--- src/rtl/fetch_stage_pkg.sv ---
// Shared definitions for the ARM-subset pipeline: instruction encodings,
// field positions, fetch FSM encoding and the IF/ID register layout.
package fetch_stage_pkg;

    localparam int PC_W = 32;
    localparam logic [31:0] NOP_INSTR = 32'hE1A0_0000;  // MOV R0,R0

    // Fetch FSM encoding
    localparam logic [0:0] ST_RUN  = 1'b0;
    localparam logic [0:0] ST_HALT = 1'b1;

    // Instruction field positions
    localparam int CLASS_HI = 27;
    localparam int CLASS_LO = 25;
    localparam int L_BIT    = 24;
    localparam int OFF_HI   = 23;
    localparam int OFF_LO   = 0;
    localparam int OFF_W    = OFF_HI - OFF_LO + 1;

    typedef struct packed {
        logic [31:0]     instr;
        logic [PC_W-1:0] pc;
        logic            valid;
    } if_id_t;

    // Word offset -> signed byte offset
    function automatic logic [PC_W-1:0] sext_word_offset(input logic [OFF_W-1:0] off);
        return {{(PC_W-OFF_W-2){off[OFF_W-1]}}, off, 2'b00};
    endfunction

endpackage

--- src/rtl/fetch_stage_branch_target_calc.sv ---
// B/BL target and BL link address derived from the instruction held in IF/ID.
module branch_target_calc
    import fetch_stage_pkg::*;
(
    input  logic [PC_W-1:0]  if_id_pc,
    input  logic [OFF_W-1:0] offset24,
    output logic [PC_W-1:0]  branch_target,
    output logic [PC_W-1:0]  link_addr
);

    // ARM PC reads two words ahead of the executing instruction
    assign branch_target = if_id_pc + PC_W'(8) + sext_word_offset(offset24);
    assign link_addr     = if_id_pc + PC_W'(4);

endmodule

--- src/rtl/fetch_stage.sv ---
// Instruction-fetch stage: PC, instruction-memory drive, IF/ID register,
// stall hold, taken-branch redirect and halt on running off the end of memory.
module fetch_stage
    import fetch_stage_pkg::*;
#(
    parameter logic [31:0] PC_RESET  = 32'h0000_0000,
    parameter int          MEM_BYTES = 256,
    parameter logic [31:0] NOP_INSTR = fetch_stage_pkg::NOP_INSTR
) (
    input  logic        clk,
    input  logic        rst_n,
    input  logic        stall,
    input  logic        branch_taken,
    output logic        imem_en,
    output logic [31:0] imem_addr,
    input  logic [31:0] imem_data,
    output logic [31:0] pc,
    output logic [31:0] if_id_instr,
    output logic [31:0] if_id_pc,
    output logic        if_id_valid,
    output logic [31:0] branch_target,
    output logic [31:0] link_addr,
    output logic        halted
);

    logic [0:0]  state;
    logic [31:0] pc_q;
    if_id_t      if_id;
    logic        pc_in_mem;
    logic        redirect;

    assign pc_in_mem = pc_q < 32'(MEM_BYTES);
    assign redirect  = branch_taken & if_id.valid & ~stall;

    assign pc          = pc_q;
    assign imem_addr   = pc_q;
    assign imem_en     = (state == ST_RUN) && pc_in_mem;
    assign if_id_instr = if_id.instr;
    assign if_id_pc    = if_id.pc;
    assign if_id_valid = if_id.valid;
    assign halted      = (state == ST_HALT);

    branch_target_calc u_btc (
        .if_id_pc      (if_id.pc),
        .offset24      (if_id.instr[OFF_HI:OFF_LO]),
        .branch_target (branch_target),
        .link_addr     (link_addr)
    );

    always_ff @(posedge clk) begin
        if (!rst_n) begin
            state       <= ST_RUN;
            pc_q        <= PC_RESET;
            if_id.instr <= NOP_INSTR;
            if_id.pc    <= '0;
            if_id.valid <= 1'b0;
        end else if (state == ST_HALT) begin
            // Sticky until reset; keep feeding bubbles downstream
            if_id.instr <= NOP_INSTR;
            if_id.valid <= 1'b0;
        end else if (stall) begin
            // hold everything; decode re-asserts branch_taken after the stall
        end else if (redirect) begin
            // Squash the wrong-path fetch; an out-of-range target halts next edge
            pc_q        <= branch_target;
            if_id.instr <= NOP_INSTR;
            if_id.valid <= 1'b0;
        end else if (!pc_in_mem) begin
            state       <= ST_HALT;
            if_id.instr <= NOP_INSTR;
            if_id.valid <= 1'b0;
        end else begin
            if_id.instr <= imem_data;
            if_id.pc    <= pc_q;
            if_id.valid <= 1'b1;
            pc_q        <= pc_q + 32'd4;
        end
    end

endmodule

--- config.mk ---
export PLATFORM = sky130hd
export DESIGN_NAME = fetch_stage
export DESIGN_NICKNAME = d
export VERILOG_FILES = /design/src/rtl/fetch_stage_pkg.sv /design/src/rtl/fetch_stage_branch_target_calc.sv /design/src/rtl/fetch_stage.sv
export SDC_FILE = /design/constraint.sdc
export NUM_CORES = 1
export LEC_CHECK = 0
export CORE_MARGIN = 8
export CORE_UTILIZATION = 25
export DETAILED_ROUTE_END_ITERATION = 7
export PLACE_DENSITY = 0.56
export SETUP_SLACK_MARGIN = 0.15
export SLEW_MARGIN = 15
export SYNTH_ARGS = -nofsm -noshare
export SYNTH_HDL_FRONTEND = slang
export SYNTH_HIERARCHICAL = 1
export SYNTH_SLANG_ARGS = --single-unit
--- constraint.sdc ---
create_clock -name clk -period 3.62 [get_ports clk]
set_clock_uncertainty 0.2 [all_clocks]
set_input_delay 0.362 -clock clk [delete_from_list [all_inputs] [get_ports clk]]
set_output_delay 0.362 -clock clk [all_outputs]
set_load 0.01 [all_outputs]
==> parameters.txt, run 1 <==
Parameter                              Value

Final layout
  Layout fillers    2640
  Antenna diodes    0
  Fraction of layout instances using a drive strength above 1    between 20% and 30%
  Area of combinational cells with multiple inputs    roughly 4400 um^2
  Post-layout instance count excluding filler cells    1372
  Synthesis-to-finish area growth    59.27%
  # nets final    approximately 1100
  Area occupied by registers    between 1500 and 2000 um^2

Global route
  Remaining global-route overflow    0
  Pin count of the biggest net entering global routing    between 40 and 50
  First-pass GRT wire length    37490 um
  Total routing usage reported by global routing    15.20%
  Number of antenna violations at the first check in global routing    0
  Vias in the first global route    6638

Timing
  Upper clock frequency limit    0.2849 GHz
  Final worst path period share    between 90 and 100%
  Final Hold Viols    0
  Setup Total Neg Slack    0 ps
  Final setup violation count    0
  Tightest Pin Transition    between 900 and 1000 ps
  Unrepaired setup endpoints after global routing    true
  Worst-case headroom to the max-slew limit    36.54%
  Worst Setup Slack, final    109.4 ps
  Minimum clock period    3511 ps
  Total count of max-transition violations in the final report    0

Routing
  Vias post-DR    about 6600
  Post-detailed-route wirelength per cell    between 15 and 20 um
  Number of design-rule violations left by the first detailed-router iteration    279
  Total wire length    between 20000 and 25000 um
  Per-cell via count in the routed design    4.803
  Count of nets left with antenna violations after detail routing    0
  Total DRC errors in the routed layout    0
  Drt first pass iters    4

Die
  Core area    roughly 26000 um^2
  Height of the die    176.7 um
  Starting density of the core    between 20% and 30%
  Area enclosed by the die boundary    between 30000 and 40000 um^2
  Die span in x    176.7 um
  Ports    ~230
  Num rows    around 60

Yosys
  Largest area contributor in the synthesized netlist    dfxtp_1
  Number of warnings reported in the yosys synthesis log    6
  Synthesized cell area    ~6500 um^2
  Synth cell types    77
  Number of synthesized flops with an enable pin    0
  Leading register cell type out of synthesis    dfxtp_1
  Ranking of synthesized cells by area    dfxtp_1 (30%), ha_1 (11%), xnor2_1 (5.4%), buf_4 (4.3%), nand2_1 (4.2%)
  Sequential element share of the synthesized area    30.37%
  Async set or reset register ratio after synthesis    0%
  Cell count after synthesis    ~750
  Average cell area after synthesis    8.659 um^2
  Leading post-synthesis cells by instance count    dfxtp_1 (98), nand2_1 (72), ha_1 (59)
  Synthesis-stage register bit count    a little under 100
  Leading cell type by number of instances after synthesis    dfxtp_1
  Post-Synthesis Net Count    ~840
  Area share of the largest cell type after synthesis    30.37%

Critical path
  Top fanout value on the critical path    3
  Startpoint type of the worst setup path    flop
  Kind of end point of the critical path    primary output
  Worst-path cell chain    inv_2 -> ha_4 -> inv_2 -> ha_4 -> inv_2 -> fa_2 -> nand2b_4 -> a21oi_4 -> o31a_1 -> buf_4 -> a41oi_2 -> and4b_1 -> nor3_2 -> buf_4
  Delay of the slowest cell on the worst path    between 300 and 400 ps
  Startpoint of the worst setup timing path    if_id_pc[3]
  Most prevalent standard cell on the critical path    inv_2
  Kind of critical path    reg -> out
  Critical path buffers and inverters    5
  Slowest stage cell, crit path    dfxtp_2
  Worst reg2reg startpoint    if_id_pc[3]
  Worst path top cell family by delay    adder cells
  Required arrival time at the worst endpoint    3060 ps
  Data arrival time of the critical path    just under 3000 ps

Clocking
  # H-tree levels    3
  Clock slew at the register clock pins of the worst setup and hold paths    70 ps
  Clock latency on the worst-skew pair    ~360 ps
  CTS buffer count    9
  Buffer type at the clock tree root    clkbuf_16
  Clock tree from TritonCTS    done
  Clock Sink Count    98
  Clock buffer depth    2
  Number of hold buffers added after CTS    0

Place
  Quantity of I/O buffers inserted on ports    230
  Global placement routability congestion    between 0.8 and 0.9
  Post-placement cell count    about 1300
  Worst setup slack before clock tree synthesis    -232.0 ps
  HPWL Detailed    just under 20000 um

Flow run
  Max-cap violations    0

Power
  IR drop worst, VDD    199.3 uV
  Power per Cell Area    between 300 and 400 nW/um^2
  P_leak    roughly 4.4 nW

Min path
  Classification of the worst-slack hold path    reg -> reg
  Hold Crit Start    if_id_instr[25]

Run status
  Status    complete, no violations
cell usage in the layout, fill, tap and decap left out, types with 6 or more instances in the layout:
cell,instances
and3_1,30
buf_2,9
clkdlybuf4s50_1,203
clkbuf_16,9
inv_1,15
o211ai_1,8
nor2_1,38
nand3_1,23
o22a_1,6
nand4_1,15
nor4_1,8
dfxtp_2,9
a22o_1,26
buf_4,114
ha_4,11
o21ai_0,32
nand2_1,70
a21o_1,11
mux2i_1,10
nand2b_1,8
xnor2_2,9
xor2_1,11
a21oi_2,6
dfxtp_1,89
xnor2_1,31
buf_6,6
ha_1,44
a21oi_1,46
through the flow:
stage / util, % / power (mW) / instance area [um^2] / hold WS (ps)
6_report: 40.05 / 4.015 / 10290 / 283.4
5_1_grt: 40.05 / 4.255 / 10290 / 301.0
4_1_cts: 39.03 / 3.996 / 10030 / 289.1
3_5_place_dp: 36.79 / 2.923 / 9450 / 268.5
3_3_place_gp: 36.79 / 2.917 / 9450 / 263.7
2_1_floorplan: - / 2.108 / 6460 / 281.1
report_power, final:
group | total (mW) | leakage (nW) | switching [mW] | internal [mW]
Sequential | 1.31 | 0.798 | 0.123 | 1.19
Combinational | 1.70 | 3.47 | 0.856 | 0.840
Clock | 1.01 | 0.147 | 0.451 | 0.560
sequential cells by signal, summed over array words and instances (netlist names):
| name | count |
|---|---|
| if_id_instr | 32 |
| if_id_pc | 32 |
| imem_addr | 32 |
| halted | 1 |
| if_id_valid | 1 |
worst paths after layout:
| check | cells past startpoint | slack (ps) | end |
|---|---|---|---|
| hold reg to reg | 1 | 280 | if_id_instr[25] |
| setup reg to reg | 21 | 320 | imem_addr[31] |
| hold / removal | 1 | 280 | if_id_instr[25] |
| setup / recovery | 14 | 110 | branch_target[29] |
metal layers:
layer  vias to the layer above  wire length [um]  GRT usage (%)
met5                         -                 0              0
met4                         0               446          4.483
met3                        25              1734          4.267
met2                       186             11060          24.35
met1                      3112             11490          19.57
li1                       3267                 -              -
area by class of cell:
type,instances,area share (%)
clock buffers,11,2.359
clock inverters,5,0.5837
well taps,335,4.074
flip-flops and latches,98,19.18
repair buffers,347,30.59
inverters,19,0.6932
multi-input cells,557,42.53
cell families (layout without fill, tap and decap cells):
| family | Yosys count | after routing | synth area share (%) |
|---|---|---|---|
| AO/OA/AOI/OAI | 188 | 188 | 20.28 |
| XOR/XNOR | 55 | 55 | 7.457 |
| adder cells (fa/ha/maj) | 60 | 60 | 11.74 |
| buffers and inverters | 91 | 382 | 8.251 |
| flip-flops | 98 | 98 | 30.37 |
| multiplexers | 10 | 10 | 1.550 |
| AND/OR/NAND/NOR | 244 | 244 | 20.36 |
what timing repair did:
item,4_1_cts,5_1_grt
pin swaps,22,22
gates resized for setup,112,59
setup endpoints to repair,32,26
setup buffers,14,6
No activity file was read; power rests on OpenSTA's default activity.
==> inputs of run 2 (changes only) <==
--- a/config.mk
+++ b/config.mk
@@ -5,6 +5,7 @@
 export SDC_FILE = /design/constraint.sdc
 export NUM_CORES = 1
 export LEC_CHECK = 0
+export CAP_MARGIN = 20
 export CORE_MARGIN = 8
 export CORE_UTILIZATION = 25
 export DETAILED_ROUTE_END_ITERATION = 7
==> results of run 2 <==
Final layout, timing and power as in run 1 (identical DEF).
